[config.mk]
export PLATFORM = sky130hd
export DESIGN_NAME = mem_writeback_flat
export DESIGN_NICKNAME = d
export VERILOG_FILES = /design/src/rtl/mem_writeback_if.sv /design/src/rtl/mem_writeback.sv /design/src/flat_wrapper.sv
export SDC_FILE = /design/constraint.sdc
export NUM_CORES = 1
export LEC_CHECK = 0
export BUFFER_PORTS_ARGS = -buffer_cell sky130_fd_sc_hd__buf_2
export CAP_MARGIN = 20
export CORE_AREA = 2 2 104 106
export CTS_BUF_LIST = sky130_fd_sc_hd__clkbuf_8
export DETAILED_ROUTE_END_ITERATION = 12
export DIE_AREA = 0 0 106 108
export HOLD_SLACK_MARGIN = 0.02
export PLACE_DENSITY_LB_ADDON = 0.1
export SLEW_MARGIN = 20
export SYNTH_ARGS = -nofsm -noshare
export SYNTH_HDL_FRONTEND = slang
export SYNTH_SLANG_ARGS = --single-unit
export TNS_END_PERCENT = 5
[constraint.sdc]
create_clock -name clk -period 5 [get_ports clk]
set_input_delay 0.25 -clock clk [delete_from_list [all_inputs] [get_ports clk]]
set_output_delay 0.25 -clock clk [all_outputs]
set_load 0.1 [all_outputs]
[src/rtl/mem_writeback_if.sv]
// Data-memory request/grant/response bus.
// master = LSU side, slave = memory side.
interface mem_writeback_if;
  logic        dmem_req;
  logic        dmem_we;
  logic [31:0] dmem_addr;
  logic [3:0]  dmem_be;
  logic [31:0] dmem_wdata;
  logic        dmem_gnt;
  logic        dmem_rvalid;
  logic [31:0] dmem_rdata;

  modport master (
    output dmem_req, dmem_we, dmem_addr,
    output dmem_be, dmem_wdata,
    input  dmem_gnt, dmem_rvalid, dmem_rdata
  );

  modport slave (
    input  dmem_req, dmem_we, dmem_addr,
    input  dmem_be, dmem_wdata,
    output dmem_gnt, dmem_rvalid, dmem_rdata
  );
endinterface

[src/rtl/mem_writeback.sv]
// Memory/writeback stage: load/store bus sequencing,
// load extension and register-file writeback.
module mem_writeback (
  input  logic            clk,
  input  logic            rst,
  input  logic [31:0]     PC_ppl,
  input  logic [31:0]     ALU_ppl,
  input  logic [31:0]     rdata2_forwarded_ppl,
  input  logic [31:0]     instruction_ppl,
  mem_writeback_if.master dmem,
  output logic [31:0]     wdata,
  output logic            reg_wr,
  output logic            lsu_stall,
  output logic            lsu_fault
);

  localparam logic [4:0] OP_LOAD  = 5'b00000;
  localparam logic [4:0] OP_STORE = 5'b01000;
  localparam logic [4:0] OP_IMM   = 5'b00100;
  localparam logic [4:0] OP_REG   = 5'b01100;
  localparam logic [4:0] OP_LUI   = 5'b01101;
  localparam logic [4:0] OP_AUIPC = 5'b00101;
  localparam logic [4:0] OP_JAL   = 5'b11011;
  localparam logic [4:0] OP_JALR  = 5'b11001;

  typedef enum logic [1:0] {
    IDLE,
    WAIT_RSP,
    DONE
  } state_t;

  state_t      state_q, state_d;
  logic [31:0] load_q;

  logic [4:0]  op;
  logic [2:0]  f3;
  logic [4:0]  rd;
  logic [1:0]  a;
  logic        valid;
  logic        is_load;
  logic        is_store;
  logic        f3_ok;
  logic        misalign;
  logic        fault;
  logic        mem_op;
  logic        link_wb;
  logic        alu_wb;
  logic [31:0] rsh;
  logic [31:0] ld_ext;

  assign op    = instruction_ppl[6:2];
  assign f3    = instruction_ppl[14:12];
  assign rd    = instruction_ppl[11:7];
  assign a     = ALU_ppl[1:0];
  assign valid = instruction_ppl[1:0] == 2'b11;

  assign is_load  = valid && op == OP_LOAD;
  assign is_store = valid && op == OP_STORE;
  assign link_wb  = valid && (op == OP_JAL || op == OP_JALR);
  assign alu_wb   = valid && (op == OP_IMM || op == OP_REG ||
                              op == OP_LUI || op == OP_AUIPC);

  assign f3_ok = is_load
               ? (f3 inside {3'b000, 3'b001, 3'b010, 3'b100, 3'b101})
               : (f3 inside {3'b000, 3'b001, 3'b010});

  assign misalign = (f3[1:0] == 2'b01 && a[0]) ||
                    (f3[1:0] == 2'b10 && a != 2'b00);

  assign fault  = (is_load || is_store) && (!f3_ok || misalign);
  assign mem_op = (is_load || is_store) && !fault;

  // Address, direction and store lanes derive only from held inputs,
  // so they stay stable while the request waits for a grant.
  assign dmem.dmem_addr = {ALU_ppl[31:2], 2'b00};
  assign dmem.dmem_we   = is_store;

  // Store byte enables and lane-replicated data.
  always_comb begin
    dmem.dmem_be    = 4'b1111;
    dmem.dmem_wdata = rdata2_forwarded_ppl;
    unique case (1'b1)
      f3[1:0] == 2'b00: begin
        dmem.dmem_be    = 4'b0001 << a;
        dmem.dmem_wdata = {4{rdata2_forwarded_ppl[7:0]}};
      end
      f3[1:0] == 2'b01: begin
        dmem.dmem_be    = 4'b0011 << {a[1], 1'b0};
        dmem.dmem_wdata = {2{rdata2_forwarded_ppl[15:0]}};
      end
      default: ;
    endcase
  end

  assign rsh = dmem.dmem_rdata >> {a, 3'b000};

  // Lane select and sign/zero extension of the returned word.
  always_comb begin
    ld_ext = dmem.dmem_rdata;
    unique case (1'b1)
      f3 == 3'b000: ld_ext = {{24{rsh[7]}}, rsh[7:0]};
      f3 == 3'b001: ld_ext = {{16{rsh[15]}}, rsh[15:0]};
      f3 == 3'b100: ld_ext = {24'd0, rsh[7:0]};
      f3 == 3'b101: ld_ext = {16'd0, rsh[15:0]};
      default: ;
    endcase
  end

  // State register and captured load result.
  always_ff @(posedge clk) begin
    if (rst) begin
      state_q <= IDLE;
      load_q  <= '0;
    end else begin
      state_q <= state_d;
      if (state_q == WAIT_RSP && dmem.dmem_rvalid)
        load_q <= ld_ext;
    end
  end

  // Next state, bus request, stall and writeback.
  always_comb begin
    state_d       = state_q;
    dmem.dmem_req = 1'b0;
    lsu_stall     = 1'b0;
    lsu_fault     = 1'b0;
    reg_wr        = 1'b0;
    wdata         = '0;
    unique case (state_q)
      IDLE: begin
        if (fault) begin
          lsu_fault = 1'b1;
        end else if (mem_op) begin
          dmem.dmem_req = 1'b1;
          lsu_stall     = 1'b1;
          if (dmem.dmem_gnt)
            state_d = is_store ? DONE : WAIT_RSP;
        end else begin
          unique case (1'b1)
            link_wb: begin
              wdata  = PC_ppl + 32'd4;
              reg_wr = rd != 5'd0;
            end
            alu_wb: begin
              wdata  = ALU_ppl;
              reg_wr = rd != 5'd0;
            end
            default: ;
          endcase
        end
      end
      WAIT_RSP: begin
        lsu_stall = 1'b1;
        if (dmem.dmem_rvalid)
          state_d = DONE;
      end
      DONE: begin
        state_d = IDLE;
        if (is_load) begin
          wdata  = load_q;
          reg_wr = rd != 5'd0;
        end
      end
      default: state_d = IDLE;
    endcase
    // Reset squashes any in-flight side effects immediately.
    if (rst) begin
      dmem.dmem_req = 1'b0;
      lsu_stall     = 1'b0;
      lsu_fault     = 1'b0;
      reg_wr        = 1'b0;
    end
  end

endmodule

[src/flat_wrapper.sv]
// flat-port wrapper written by rule: the top's interface ports become plain ports
module mem_writeback_flat 
  (clk, rst, PC_ppl, ALU_ppl, rdata2_forwarded_ppl, instruction_ppl, wdata, reg_wr, lsu_stall, lsu_fault, dmem_dmem_req, dmem_dmem_we, dmem_dmem_addr, dmem_dmem_be, dmem_dmem_wdata, dmem_dmem_gnt, dmem_dmem_rvalid, dmem_dmem_rdata);
  mem_writeback_if dmem_i ();
  input  logic clk;
  input  logic rst;
  input  logic [31:0] PC_ppl;
  input  logic [31:0] ALU_ppl;
  input  logic [31:0] rdata2_forwarded_ppl;
  input  logic [31:0] instruction_ppl;
  output logic [31:0] wdata;
  output logic reg_wr;
  output logic lsu_stall;
  output logic lsu_fault;
  output wire logic [$bits(dmem_i.dmem_req)-1:0] dmem_dmem_req;
  output wire logic [$bits(dmem_i.dmem_we)-1:0] dmem_dmem_we;
  output wire logic [$bits(dmem_i.dmem_addr)-1:0] dmem_dmem_addr;
  output wire logic [$bits(dmem_i.dmem_be)-1:0] dmem_dmem_be;
  output wire logic [$bits(dmem_i.dmem_wdata)-1:0] dmem_dmem_wdata;
  input wire logic [$bits(dmem_i.dmem_gnt)-1:0] dmem_dmem_gnt;
  input wire logic [$bits(dmem_i.dmem_rvalid)-1:0] dmem_dmem_rvalid;
  input wire logic [$bits(dmem_i.dmem_rdata)-1:0] dmem_dmem_rdata;
  assign dmem_dmem_req = dmem_i.dmem_req;
  assign dmem_dmem_we = dmem_i.dmem_we;
  assign dmem_dmem_addr = dmem_i.dmem_addr;
  assign dmem_dmem_be = dmem_i.dmem_be;
  assign dmem_dmem_wdata = dmem_i.dmem_wdata;
  assign dmem_i.dmem_gnt = dmem_dmem_gnt;
  assign dmem_i.dmem_rvalid = dmem_dmem_rvalid;
  assign dmem_i.dmem_rdata = dmem_dmem_rdata;
  mem_writeback u_core (.clk(clk), .rst(rst), .PC_ppl(PC_ppl), .ALU_ppl(ALU_ppl), .rdata2_forwarded_ppl(rdata2_forwarded_ppl), .instruction_ppl(instruction_ppl), .dmem(dmem_i), .wdata(wdata), .reg_wr(reg_wr), .lsu_stall(lsu_stall), .lsu_fault(lsu_fault));
endmodule
==> After elaboration in Yosys (flattened, before gate mapping) <==
Cells that the tools add are included.
{ "totals": {"regBits": 34, "in_bits": 164, "output_inout_bits": 105, "elab_cells": 84} }
{ "op_classes": {"n_addsub": 1, "eq_ne": 20, "shifts": 3, "mux": 30, "reduce_logical": 28} }
{ "op_table": {"columns": ["op", "count"], "rows": [
  ["case mux 32 bit (2 select lines)", 3],
  ["case mux 32 bit (4 select lines)", 1],
  ["2-to-1 mux 32 bit", 3],
  ["adder 32 x 3 -> 32 bit (second input constant)", 1],
  ["right shift 32 x 5 -> 16 bit", 1],
  ["equality test 5 x 4 -> 1 bit (second input constant)", 3],
  ["2-to-1 mux 1 bit", 14],
  ["equality test 5 x 3 -> 1 bit (second input constant)", 2],
  ["equality test 5 bit (second input constant)", 2],
  ["2-to-1 mux 2 bit", 5],
  ["nonzero test 5 bit", 2],
  ["logical AND 1 bit", 9],
  ["case mux 4 bit (2 select lines)", 1],
  ["logical OR 1 bit", 7],
  ["equality test 2 bit (second input constant)", 3],
  ["equality test 3 bit (second input constant)", 2],
  ["!= test 2 bit (second input constant)", 3],
  ["zero test 5 bit", 1],
  ["equality test 2 x 1 -> 1 bit (second input constant)", 2],
  ["zero test 2 bit", 2],
  ["case mux 1 bit (2 select lines)", 2],
  ["case mux 2 bit (2 select lines)", 1],
  ["AND reduction 4 bit", 1],
  ["<< shifter 1 x 2 -> 4 bit (first input constant)", 1],
  ["9 further kinds", 10]
]} }

==> Logic depth before layout (Yosys ltp) <==
{ "depth": {"ltp_word": 12, "mapped_depth": 7, "ltp_nobuf": 6} }

==> Worst setup path after synthesis <==
OpenSTA, ideal clock, no wires.
{ "synth_path": {"path_kind": "input-to-output", "from": "input PC_ppl[2]", "to": "output wdata[26]", "arrival_ns": 3.545, "t_required_ns": 4.750, "path_slack_ns": 1.205, "stages": 6, "path_buffers": 0, "cell_sequence": "ha_1 > nand3_1 > nor4_2 > nand4_1 > xor2_1 > o21ai_0"} }
{ "synth_via": {"elab_chain_cells": 5} }
{ "synth_lines": {"columns": ["element", "line_no", "text"], "rows": [
  ["from (decl)", "flat_wrapper.sv:7", "input logic [31:0] PC_ppl;"],
  ["adder 32 x 3 -> 32 bit", "mem_writeback.sv:141", "wdata = PC_ppl + 32'd4;"],
  ["case mux 32 bit (2 select lines)", "mem_writeback.sv:139", "unique case (1'b1)"],
  ["2-to-1 mux 32 bit", "mem_writeback.sv:133", "end else if (mem_op) begin"],
  ["2-to-1 mux 32 bit", "mem_writeback.sv:131", "if (fault) begin"],
  ["case mux 32 bit (2 select lines)", "mem_writeback.sv:129", "unique case (state_q)"],
  ["to (decl)", "flat_wrapper.sv:11", "output logic [31:0] wdata;"]
]} }
Every way passes these cells.

==> Final worst setup path <==
{ "layout_path": {"from": "input instruction_ppl[5]", "to": "output wdata[14]"} }
{ "layout_via": {"elab_chain_cells": 11, "word_cells_on_any_way": 28, "cone_classes": "eq/ne: 7; mux: 6; reduce/logical: 15"} }
{ "layout_lines": {"columns": ["element", "line_no", "text"], "rows": [
  ["from (decl)", "flat_wrapper.sv:10", "input logic [31:0] instruction_ppl;"],
  ["zero test 5 bit", "mem_writeback.sv:57", "assign is_load = valid && op == OP_LOAD;"],
  ["logical AND 1 bit", "mem_writeback.sv:57", null],
  ["2-to-1 mux 1 bit", "mem_writeback.sv:64", "? (f3 inside {3'b000, 3'b001, 3'b010, 3'b100, 3'b101})"],
  ["zero test 1 bit", "mem_writeback.sv:70", "assign fault = (is_load || is_store) && (!f3_ok || misalign);"],
  ["logical OR 1 bit", "mem_writeback.sv:70", null],
  ["logical AND 1 bit", "mem_writeback.sv:70", null],
  ["zero test 1 bit", "mem_writeback.sv:71", "assign mem_op = (is_load || is_store) && !fault;"],
  ["logical AND 1 bit", "mem_writeback.sv:71", null],
  ["2-to-1 mux 32 bit", "mem_writeback.sv:133", null],
  ["2-to-1 mux 32 bit", "mem_writeback.sv:131", null],
  ["case mux 32 bit (2 select lines) (*)", "mem_writeback.sv:129", null]
]} }
Mark *: on every way between the ends. The rest lies on a longest branch, timed or not.

==> flow_metrics.py <==
metrics = {
    "status": {
        "run_status": "complete, no violations",
    },
    "worst_setup_path": {
        "worst_path_most_repeated_cell": "buf_2",
        "series_of_cell_instances_along_the_critical_path": "buf_2, nand3_1, nor3_1, nand2_1, o21ai_0, buf_2",
        "max_fanout_on_critical_path": 20,
        "critical_path_class": "in -> out",
        "crit_path_start": "instruction_ppl[5]",
        "worstReg2RegEnd": "u_core.load_q[11]",
        "critPathCaptureType": "output pin",
        "r2r.worst_path.cells": 5,
        "crit_arrival_ns": 2.77,
        "ff2ff_setup_slack_ns": 2.87,
        "timing.critical_path.slowest_stage_cell": "nor3_1",
        "timing.critical_path.required_ns": 4.75,
        "r2r-start": "u_core.state_q[0]",
        "cp_slowest_stage_delay_ns": 0.77,
        "worstSetupEndpoint": "wdata[14]",
        "timing.critical_path.from_type": "primary input",
    },
    "cells_and_area": {
        "layoutNonFillerInstCount": 834,
        "final_cell_mix": "249 x buf_2, 42 x nand2_1, 40 x o21ai_0, 40 x nor2_1, 37 x a22oi_1",
        "areaGrowthSynthToFinish_pct": 29.16,
        "final_layout_size_suffix_gt1_share_pct": 40.75,
        "final_net_count": 862,
        "most_frequent_standard_cell_in_the_layout_excluding_fill_and_tap_cells": "buf_2",
    },
    "detailed_routing": {
        "dr_wl_met2_um": 6814,
        "met1_wl_um": 5864,
        "drt-vias-per-instance": 5.460,
        "route.antenna.remaining_nets": 0,
        "drc": 0,
        "wl_per_cell_um": 16.88,
        "top_layer_used": "met4",
        "dr_wl_met3_um": 1182,
        "routed_wl_um": 14080,
        "dr_pass1_iterations": 7,
        "routed-via-count": 4554,
        "drt_iter0_markers": 215,
    },
    "cts": {
        "ctsResizeCount": 0,
        "ctsRootBufferMaster": "clkbuf_8",
        "tritoncts": "yes",
        "ctsHoldBuffers": 0,
        "clk-insertion-delay-late_ns": 0.28,
        "path_clk_slew_ns": 0.06,
        "htree_num_levels": 2,
        "post_cts_setup_bufs": 0,
        "clock_sinks": 34,
        "max-clock-path-buffers": 2,
        "numCtsBuffers": 5,
    },
    "sta": {
        "setup_violations": 0,
        "setup-tns-final_ns": 0,
        "report.final.hold_viol_count": 0,
        "worst_clock_skew_ns": 0.002357,
        "final_critical_delay_including_setup_and_external_delays_ns": 3.017,
        "max_clock_freq_mhz": 331.5,
        "final_critical_path_share_of_the_clock_period_pct": 60.33,
        "slew-limit-headroom_pct": 32.92,
        "max_slew.worst_pin.slew_ns": 0.9986,
        "grt_setup_unrepaired": "false",
        "timing.final.max_slew_violations": 0,
    },
    "power": {
        "p_clk_share_pct": 18.8,
        "power.ir.vdd_worst_mv": 0.1136,
        "switching_share_pct": 51.51,
        "power_report.internal_total_uw": 475.4,
        "total_power_uw": 980.3,
        "powerDensity_nw_per_um2": 204.9,
        "net-switching-power_uw": 504.9,
        "power_leakage_nw": 2.150,
        "comb_power_share_pct": 53.5,
        "power.share.sequential_pct": 27.7,
    },
    "placed_design": {
        "place.detailed.instances": 826,
        "place_hpwl_um": 11250,
        "io_buffer_count": 249,
        "routabilityCongestion": 0.8500,
    },
    "global_routing": {
        "grt_remaining_overflow": 0,
        "grt_max_degree": 73,
        "antenna_violations_before_repair": 1,
        "grtUsageTotal_pct": 23.72,
        "grt_first_pass_wirelength_um": 21880,
        "first_global_vias": 4395,
    },
    "floorplan": {
        "dieWidth_um": 106,
        "fp.dieArea_um2": 11450,
        "placementRows": 37,
        "starting_utilization_of_the_core_area_pct": 36.20,
        "core_footprint_um2": 10230,
        "die_h_um": 108,
        "ioPinCount": 269,
    },
    "logic_synthesis": {
        "postSynthAreaPerCell_um2": 7.191,
        "synth_edf_count": 0,
        "ff_latch_count_synth": 34,
        "ys_dominant_reg_cell": "dfxtp_1",
        "netlist_instances": 515,
        "netlist_area_um2": 3704,
        "sequential_share_of_the_synthesized_area_pct": 18.38,
        "async_reset_ff_share_pct": 0,
        "yosys_warnings": 0,
        "synth_cell_type_count": 50,
    },
    "worst_hold_path": {
        "worstHoldStart": "dmem_dmem_rvalid",
        "hold_path.class": "in -> reg",
    },
    "job": {
        "timing.max_cap.violations": 0,
    },
}
==> worst max-delay path: cells and delay by family <==
| kind | cells | cell delay [ns] |
|---|---|---|
| AOI/OAI and AO/OA | 1 | 0.40 |
| and+or+nand+nor | 3 | 1.48 |
| buffers and inverters | 2 | 0.63 |
==> per-stage QoR <==
step | setup WS [ns] | cell area [um2] | util, % | hold WS, ns
finish | 1.983 | 4783 | 46.75 | 0.2646
floorplan | 1.205 | 3707 | - | 0.4322
CTS | 1.960 | 4781 | 46.73 | 0.2580
global route | 1.732 | 4783 | 46.75 | 0.2758
detailed placement | 1.971 | 4705 | 45.98 | 0.4481
global placement | 1.969 | 4697 | 45.91 | 0.4426
==> how the worst min path moves through the flow <==
stage / end / cells after the start
5_1_grt: u_core.state_q[0] / 3
4_1_cts: u_core.state_q[0] / 3
6_report: u_core.state_q[0] / 3
3_5_place_dp: u_core.load_q[5] / 2
3_3_place_gp: u_core.load_q[2] / 2
2_1_floorplan: u_core.load_q[0] / 2
==> area by class of cell <==
cell class / instances / area (um2)
clock inverters: 2 / 7.507
inverters: 15 / 56.30
repair buffers: 254 / 1284
diodes: 1 / 2.502
well taps: 136 / 170.2
fillers: 1105 / 5448
clock buffers: 5 / 68.82
flip-flops and latches: 34 / 680.7
multi-input cells: 387 / 2514
==> Yosys cell counts (all sizes together), types with 2 or more instances <==
library cell | count | area share, %
nand2 | 42 | 4.3
nor2b | 2 | 0.34
nor2 | 41 | 4.2
dfxtp | 34 | 18
a22oi | 37 | 7.5
a2111oi | 3 | 0.88
o211ai | 2 | 0.41
o21a | 7 | 1.4
nor4 | 4 | 0.84
and2 | 3 | 0.51
nand4 | 14 | 2.4
nand2b | 2 | 0.34
xnor2 | 10 | 2.4
buf | 49 | 9.3
o22ai | 7 | 1.2
o21ai | 40 | 5.4
nand3 | 15 | 2.0
clkbuf | 31 | 3.1
a222oi | 7 | 1.9
xor2 | 18 | 4.3
a211oi | 18 | 3.6
and3 | 4 | 0.68
mux2i | 18 | 4.9
mux2 | 16 | 4.9
a21o | 2 | 0.41
a21oi | 27 | 3.6
o21bai | 2 | 0.41
or2 | 3 | 0.51
o221ai | 7 | 1.7
nor3 | 21 | 3.0
or3 | 3 | 0.51
inv | 14 | 1.4
==> routing by layer <==
layer / vias to the layer above / track usage (%)
li1: 2227 / -
met1: 2092 / 30.42
met2: 221 / 40.55
met3: 14 / 4.822
met4: 0 / 6.579
met5: - / 0
==> cells by family (layout without fill, tap and decap cells) <==
logic type / Yosys count / after routing / synth area share [%]
DFF: 34 / 34 / 18.38
xor gates and xnor gates: 28 / 28 / 6.621
other: 1 / 3 / 0.1013
muxes: 35 / 35 / 10.34
adders and majority gates: 1 / 1 / 0.3378
AOI/OAI and AO/OA: 163 / 163 / 29.43
buffers and inverters: 95 / 276 / 13.92
and+or+nand+nor: 158 / 158 / 20.88
==> power groups by stage <==
stage | Sequential (mW) | Combinational, mW | Clock, mW
after floorplan | 0.277 | 0.415 | 0
after global placement | 0.277 | 0.520 | 0
after detailed placement | 0.277 | 0.523 | 0
after CTS | 0.271 | 0.525 | 0.189
after global routing | 0.271 | 0.549 | 0.202
final | 0.271 | 0.525 | 0.184
==> state kept, by name, indices dropped and copies added, names as in the netlist <==
name / flops
u_core.load_q: 32
u_core.state_q: 2
Power figures use the tool's default switching activity.
